**src/rtl/muldiv_pkg.sv**
```systemverilog
// Shared constants and types for the multi-cycle MULT/DIV sequencer.
package muldiv_pkg;

  localparam int DEF_WIDTH = 32;
  localparam int DEF_CNT_W = 6;

  localparam logic OP_MULT = 1'b0;
  localparam logic OP_DIV  = 1'b1;

  localparam logic [1:0] S_IDLE = 2'd0;
  localparam logic [1:0] S_RUN  = 2'd1;
  localparam logic [1:0] S_FIX  = 2'd2;
  localparam logic [1:0] S_ZERO = 2'd3;

  // Operation context captured at start and held until the result is written.
  typedef struct packed {
    logic op;
    logic sign_a;
    logic sign_b;
  } op_ctx_t;

endpackage

```
**src/rtl/muldiv_sequencer_if.sv**
```systemverilog
// Control-unit <-> MULT/DIV engine handshake and HI/LO result bus.
interface muldiv_sequencer_if #(parameter int WIDTH = 32);
  logic             start;
  logic             op;
  logic [WIDTH-1:0] a_in;
  logic [WIDTH-1:0] b_in;
  logic             abort;
  logic             busy;
  logic             done;
  logic             div_zero;
  logic [WIDTH-1:0] hi_out;
  logic [WIDTH-1:0] lo_out;

  modport master (output start, op, a_in, b_in, abort,
                  input  busy, done, div_zero, hi_out, lo_out);
  modport slave  (input  start, op, a_in, b_in, abort,
                  output busy, done, div_zero, hi_out, lo_out);
endinterface

```
**src/rtl/muldiv_sign_fix.sv**
```systemverilog
// Applies operand signs to the unsigned magnitude result and produces HI/LO.
module muldiv_sign_fix import muldiv_pkg::*; #(
  parameter int WIDTH = DEF_WIDTH
) (
  input  logic             op,
  input  logic             sign_a,
  input  logic             sign_b,
  input  logic [WIDTH-1:0] hi_raw,
  input  logic [WIDTH-1:0] lo_raw,
  output logic [WIDTH-1:0] hi,
  output logic [WIDTH-1:0] lo
);

  logic [2*WIDTH-1:0] prod;
  logic [2*WIDTH-1:0] prod_neg;

  always_comb begin
    prod     = {hi_raw, lo_raw};
    prod_neg = -prod;
    hi       = hi_raw;
    lo       = lo_raw;
    if (op == OP_MULT) begin
      if (sign_a ^ sign_b) {hi, lo} = prod_neg;
    end else begin
      // Quotient follows sign(a)^sign(b); remainder follows the dividend.
      if (sign_a ^ sign_b) lo = -lo_raw;
      if (sign_a)          hi = -hi_raw;
    end
  end

endmodule

```
**src/rtl/muldiv_sequencer.sv**
```systemverilog
// Multi-cycle signed MULT/DIV engine: one start, WIDTH iterations, sign fix, HI/LO write.
module muldiv_sequencer import muldiv_pkg::*; #(
  parameter int WIDTH = DEF_WIDTH,
  parameter int CNT_W = DEF_CNT_W
) (
  input  logic               clock,
  input  logic               reset,
  muldiv_sequencer_if.slave  bus
);

  logic [1:0]       state;
  logic [CNT_W-1:0] cnt;
  op_ctx_t          ctx;
  logic             done_q;
  logic [WIDTH-1:0] hi_q, lo_q;

  // acc_hi: MULT upper partial product / DIV partial remainder.
  // acc_lo: MULT multiplier shift reg / DIV dividend-in, quotient-out.
  // opnd:   MULT |a| / DIV |b|; WIDTH+1 bits so |INT_MIN| is representable.
  logic [WIDTH:0]   acc_hi, opnd;
  logic [WIDTH-1:0] acc_lo;

  logic [WIDTH:0]   a_ext, b_ext, a_mag, b_mag;
  logic [WIDTH:0]   mul_sum, div_shift;
  logic [WIDTH+1:0] div_diff;
  logic [WIDTH-1:0] fix_hi, fix_lo;
  logic             last_iter;

  always_comb begin
    a_ext     = {bus.a_in[WIDTH-1], bus.a_in};
    b_ext     = {bus.b_in[WIDTH-1], bus.b_in};
    a_mag     = a_ext[WIDTH] ? -a_ext : a_ext;
    b_mag     = b_ext[WIDTH] ? -b_ext : b_ext;
    mul_sum   = acc_hi + (acc_lo[0] ? opnd : '0);
    div_shift = {acc_hi[WIDTH-1:0], acc_lo[WIDTH-1]};
    div_diff  = {1'b0, div_shift} - {1'b0, opnd};
    last_iter = (cnt == CNT_W'(WIDTH - 1));
  end

  muldiv_sign_fix #(.WIDTH(WIDTH)) u_sign_fix (
    .op     (ctx.op),
    .sign_a (ctx.sign_a),
    .sign_b (ctx.sign_b),
    .hi_raw (acc_hi[WIDTH-1:0]),
    .lo_raw (acc_lo),
    .hi     (fix_hi),
    .lo     (fix_lo)
  );

  always_ff @(posedge clock) begin
    if (reset) begin
      state  <= S_IDLE;
      cnt    <= '0;
      ctx    <= '0;
      done_q <= 1'b0;
      hi_q   <= '0;
      lo_q   <= '0;
      acc_hi <= '0;
      acc_lo <= '0;
      opnd   <= '0;
    end else begin
      done_q <= 1'b0;
      if (bus.abort) begin
        state <= S_IDLE;
      end else begin
        case (state)
          S_IDLE: if (bus.start) begin
            if (bus.op == OP_DIV && bus.b_in == '0) begin
              state <= S_ZERO;
            end else begin
              state  <= S_RUN;
              cnt    <= '0;
              ctx    <= '{op: bus.op, sign_a: bus.a_in[WIDTH-1], sign_b: bus.b_in[WIDTH-1]};
              acc_hi <= '0;
              opnd   <= (bus.op == OP_MULT) ? a_mag : b_mag;
              acc_lo <= (bus.op == OP_MULT) ? b_mag[WIDTH-1:0] : a_mag[WIDTH-1:0];
            end
          end
          S_RUN: begin
            if (ctx.op == OP_MULT) begin
              acc_hi <= {1'b0, mul_sum[WIDTH:1]};
              acc_lo <= {mul_sum[0], acc_lo[WIDTH-1:1]};
            end else if (!div_diff[WIDTH+1]) begin
              acc_hi <= div_diff[WIDTH:0];
              acc_lo <= {acc_lo[WIDTH-2:0], 1'b1};
            end else begin
              acc_hi <= div_shift;
              acc_lo <= {acc_lo[WIDTH-2:0], 1'b0};
            end
            cnt <= cnt + 1'b1;
            if (last_iter) state <= S_FIX;
          end
          S_FIX: begin
            hi_q   <= fix_hi;
            lo_q   <= fix_lo;
            done_q <= 1'b1;
            state  <= S_IDLE;
          end
          S_ZERO:  state <= S_IDLE;
          default: state <= S_IDLE;
        endcase
      end
    end
  end

  assign bus.busy     = (state != S_IDLE);
  assign bus.div_zero = (state == S_ZERO);
  assign bus.done     = done_q;
  assign bus.hi_out   = hi_q;
  assign bus.lo_out   = lo_q;

endmodule

```
**src/flat_wrapper.sv**
```systemverilog
// flat-port wrapper written by rule: the top's interface ports become plain ports
module muldiv_sequencer_flat import muldiv_pkg::*;
#(
  parameter int WIDTH = DEF_WIDTH,
  parameter int CNT_W = DEF_CNT_W
)
  (clock, reset, bus_start, bus_op, bus_a_in, bus_b_in, bus_abort, bus_busy, bus_done, bus_div_zero, bus_hi_out, bus_lo_out);
  muldiv_sequencer_if #(.WIDTH(WIDTH)) bus_i ();
  input  logic clock;
  input  logic reset;
  input wire logic [$bits(bus_i.start)-1:0] bus_start;
  input wire logic [$bits(bus_i.op)-1:0] bus_op;
  input wire logic [$bits(bus_i.a_in)-1:0] bus_a_in;
  input wire logic [$bits(bus_i.b_in)-1:0] bus_b_in;
  input wire logic [$bits(bus_i.abort)-1:0] bus_abort;
  output wire logic [$bits(bus_i.busy)-1:0] bus_busy;
  output wire logic [$bits(bus_i.done)-1:0] bus_done;
  output wire logic [$bits(bus_i.div_zero)-1:0] bus_div_zero;
  output wire logic [$bits(bus_i.hi_out)-1:0] bus_hi_out;
  output wire logic [$bits(bus_i.lo_out)-1:0] bus_lo_out;
  assign bus_i.start = bus_start;
  assign bus_i.op = bus_op;
  assign bus_i.a_in = bus_a_in;
  assign bus_i.b_in = bus_b_in;
  assign bus_i.abort = bus_abort;
  assign bus_busy = bus_i.busy;
  assign bus_done = bus_i.done;
  assign bus_div_zero = bus_i.div_zero;
  assign bus_hi_out = bus_i.hi_out;
  assign bus_lo_out = bus_i.lo_out;
  muldiv_sequencer #(.WIDTH(WIDTH), .CNT_W(CNT_W)) u_core (.clock(clock), .reset(reset), .bus(bus_i));
endmodule
```
**config.mk**
```make
export PLATFORM = sky130hd
export DESIGN_NAME = muldiv_sequencer_flat
export DESIGN_NICKNAME = d
export VERILOG_FILES = /design/src/rtl/muldiv_pkg.sv /design/src/rtl/muldiv_sequencer_if.sv /design/src/rtl/muldiv_sign_fix.sv /design/src/rtl/muldiv_sequencer.sv /design/src/flat_wrapper.sv
export SDC_FILE = /design/constraint.sdc
export NUM_CORES = 1
export LEC_CHECK = 0
export ABC_CLOCK_PERIOD_IN_PS = 4600
export CAP_MARGIN = 10
export CORE_UTILIZATION = 59
export CTS_CLUSTER_DIAMETER = 40
export CTS_CLUSTER_SIZE = 10
export DETAILED_ROUTE_END_ITERATION = 8
export PLACE_DENSITY = 0.85
export SLEW_MARGIN = 20
export SYNTH_ARGS = -nofsm -noshare
export SYNTH_HDL_FRONTEND = slang
export SYNTH_HIERARCHICAL = 1
export SYNTH_SLANG_ARGS = --single-unit
```
**constraint.sdc**
```tcl
create_clock -name clock -period 4.6 [get_ports clock]
set_clock_uncertainty 0.05 [all_clocks]
set_input_delay 0.69 -clock clock [delete_from_list [all_inputs] [get_ports clock]]
set_output_delay 0.69 -clock clock [all_outputs]
set_load 0.02 [all_outputs]
```
==> results.py <==
metrics = {
    "outcome": {
        "status": "complete, no violations",
    },
    "timing": {
        "setup_tns_ns": 0,
        "fmaxAchievable_mhz": 260,
        "rsz0062_at_grt": "no",
        "hold_viol": 0,
        "fin_crit_ns": 3.84,
        "maxSlewViolCount": 0,
        "period_share_pct": 83.5,
        "setup_viol": 0,
        "relSlewSlack_pct": 35.0,
        "worstMarginPinSlew_ns": 0.972,
    },
    "clocking": {
        "insertion_delay_ns": 0.44,
        "clockBufferDepth": 2,
        "clkSinkCount": 174,
        "path_clk_slew_ns": 0.08,
        "cts_tree": "done",
        "htree_levels": 4,
        "post-cts-setup-buffers": 0,
        "cts-root-buf": "clkbuf_16",
        "cts_inserted_buffers": 17,
        "ctsHoldBuffers": 0,
        "cts_resized": 0,
    },
    "yosys": {
        "syn_area_um2": 14600,
        "synth_warnings": 6,
        "synth.distinct_cells": 100,
        "synthArstFlopShare_pct": 0,
        "yosysMostFrequentCell": "nand2_1",
        "yosysSeqAreaShare_pct": 23.9,
        "yosysTopAreaCell": "dfxtp_1",
        "synth-edff-count": 0,
        "synth-seq-cells": 174,
        "syn_inst": 1967,
        "synth.top_cell.area_share_pct": 23.9,
        "syn_avg_cell_area_um2": 7.42,
        "synth_flop_cell": "dfxtp_1",
        "ys_top_cells_by_count": "298 x nand2_1, 200 x a21oi_1, 174 x dfxtp_1",
        "syn_nets": 2108,
        "synth_top_cells_by_area": "dfxtp_1 24%, nand2_1 7.7%, a21oi_1 6.9%, ha_1 6.0%, xor2_1 5.6%",
    },
    "pwr": {
        "static-leakage-power_uw": 0.00662,
        "finalPower_uw": 4180,
        "ir_worst_vdd_v": 0.000200,
        "p_per_area_nw_per_um2": 250,
    },
    "setup_path": {
        "critPathKind": "flip-flop to flip-flop",
        "worstSetupEndpointType": "flip-flop",
        "slowest_delay_ns": 0.46,
        "crit_path_max_fanout": 39,
        "slowest_stage": "fa_1",
        "cp.arrival_ns": 4.13,
        "start_kind": "flip-flop",
        "cp.required_ns": 4.89,
        "reg2reg_slack_ns": 0.76,
        "crit_top_cell": "buf_4",
        "crit_chain": "buf_4, nand2_1, fa_1, nor2b_1, o31ai_1, buf_4, a221oi_2, o311ai_2, a31oi_2, a41o_2, a21oi_2, o41a_1, a32o_1",
    },
    "global_routing": {
        "grt_pass1_vias": 13760,
        "grt.total_usage_pct": 35.5,
        "antenna_found_initial": 0,
        "grt_overflow": 0,
        "grt_start_max_net_pins": 83,
        "grt_pass1_wl_mm": 72.8,
    },
    "detailed_routing": {
        "met1_length_mm": 19.2,
        "drtAntennaViolNets": 0,
        "route.met3.wl_mm": 4.26,
        "routed_wl_mm": 45.7,
        "drt-vias-per-instance": 6.41,
        "drtIter0Drc": 1815,
        "via_count": 15226,
        "drc": 0,
        "routed.top_layer": "met4",
        "dr.pass1.iters": 7,
        "wl_met2_mm": 20.3,
        "avgRoutedWirePerCell_um": 19.2,
    },
    "finish": {
        "fin_area_um2": 16700,
        "syn_to_final_growth_pct": 14.4,
        "drive_gt1_share_pct": 6.53,
        "fin_nets": 2180,
        "n_antenna_cell": 0,
    },
    "floorplanning": {
        "core_area_um2": 24300,
        "initial_utilization_pct": 60.0,
        "num_io_pins": 136,
        "placementRows": 57,
        "die_h_um": 159,
        "die-area_um2": 25400,
        "fp.dieW_um": 159,
    },
    "place": {
        "dpl-instance-area_um2": 16100,
        "gp_congestion": 1.01,
        "io_buffers": 135,
        "dp_hpwl_mm": 34.8,
    },
    "worst_hold_path": {
        "holdCritPathClass": "flip-flop to flip-flop",
    },
    "job": {
        "maxCapViolCount": 0,
    },
}
[metrics by stage]
step	hold WS, ns	util [%]	instances	worst slack, ns
finish	0.407	68.6	2376	0.759
global route	0.425	68.6	2376	0.586
CTS	0.407	68.6	2376	0.818
detailed placement	0.396	66.2	2344	0.468
global placement	0.392	66.2	2344	0.631
floorplan	0.385	-	1967	1.13
[registers in the layout, indices dropped and copies added (netlist names)]
name and flops:
u_core/state 2, u_core/bus.hi_out 32, u_core/bus.lo_out 32, u_core/acc_hi 33
u_core/acc_lo 32, u_core/opnd 33, u_core/cnt 6, u_core/bus.done 1
u_core/ctx 3
[per-layer routing]
| layer | global-route usage (%) | vias up |
|---|---|---|
| met4 | 16.0 | 0 |
| met5 | 1.14 | - |
| met2 | 55.9 | 815 |
| met1 | 47.3 | 7075 |
| li1 | - | 7201 |
| met3 | 6.30 | 135 |
[path summary, 6_finish.rpt]
kind                              from                   end  cells past startpoint
setup / recovery      u_core/acc_lo[0]     u_core/acc_hi[29]                     13
hold / removal    u_core/bus.hi_out[4]  u_core/bus.hi_out[4]                      2
setup reg to reg      u_core/acc_lo[0]     u_core/acc_hi[29]                     13
hold reg to reg   u_core/bus.hi_out[4]  u_core/bus.hi_out[4]                      2
[report_power, final]
| group | switching (uW) | internal [uW] |
|---|---|---|
| registers | 87.8 | 1550 |
| logic | 653 | 418 |
| clock network | 732 | 732 |
| total | 1470 | 2700 |
[layout make-up]
class	instances	area, um^2
well taps	324	405
fillers	2036	7620
inverters	67	251
multi-input cells	1612	10400
flip-flops and latches	174	3480
clock inverters	15	169
repair buffers	167	1580
clock buffers	17	425
[cell usage in the layout, fill, tap and decap left out, types with 6 or more instances in the layout]
cell type          n
a211oi_1          48
a21o_1            34
a21oi_1          200
a22oi_1            8
a31oi_1           21
a41oi_1            8
and2_1            46
and3_1            10
and4_1             7
buf_4             33
clkbuf_16         17
clkdlybuf4s50_1  133
dfxtp_1          173
ha_1              70
inv_1             66
mux2i_1           49
nand2_1          298
nand2b_1          18
nand3_1           25
nand4_1           14
nor2_1           145
nor2b_1            7
nor3_1            40
nor4_1            18
o211ai_1          34
o21a_1             9
o21ai_0          124
o21bai_1           6
o22ai_1            8
o31ai_1           22
o41ai_1            9
or2_2              9
or3_1             14
or4_1              6
xnor2_1           87
xor2_1            94
[worst max-delay path, delay by kind of cell (launching register included)]
family	cells	cell delay, ns
AO/OA/AOI/OAI	8	1.99
buffers and inverters	2	0.53
adder cells (fa/ha/maj)	1	0.46
flip-flops	1	0.37
AND/OR/NAND/NOR	2	0.33
[cells by family (layout without fill, tap and decap cells)]
kind of cell | count (synthesis) | in the layout | share of synthesized area, %
AND/OR/NAND/NOR | 693 | 693 | 22.7
AO/OA/AOI/OAI | 612 | 612 | 27.3
XOR/XNOR | 181 | 181 | 10.9
adder cells (fa/ha/maj) | 72 | 72 | 6.28
buffers and inverters | 181 | 266 | 5.16
flip-flops | 174 | 174 | 23.9
multiplexers | 54 | 54 | 3.75
No activity file was read; power rests on OpenSTA's default activity.
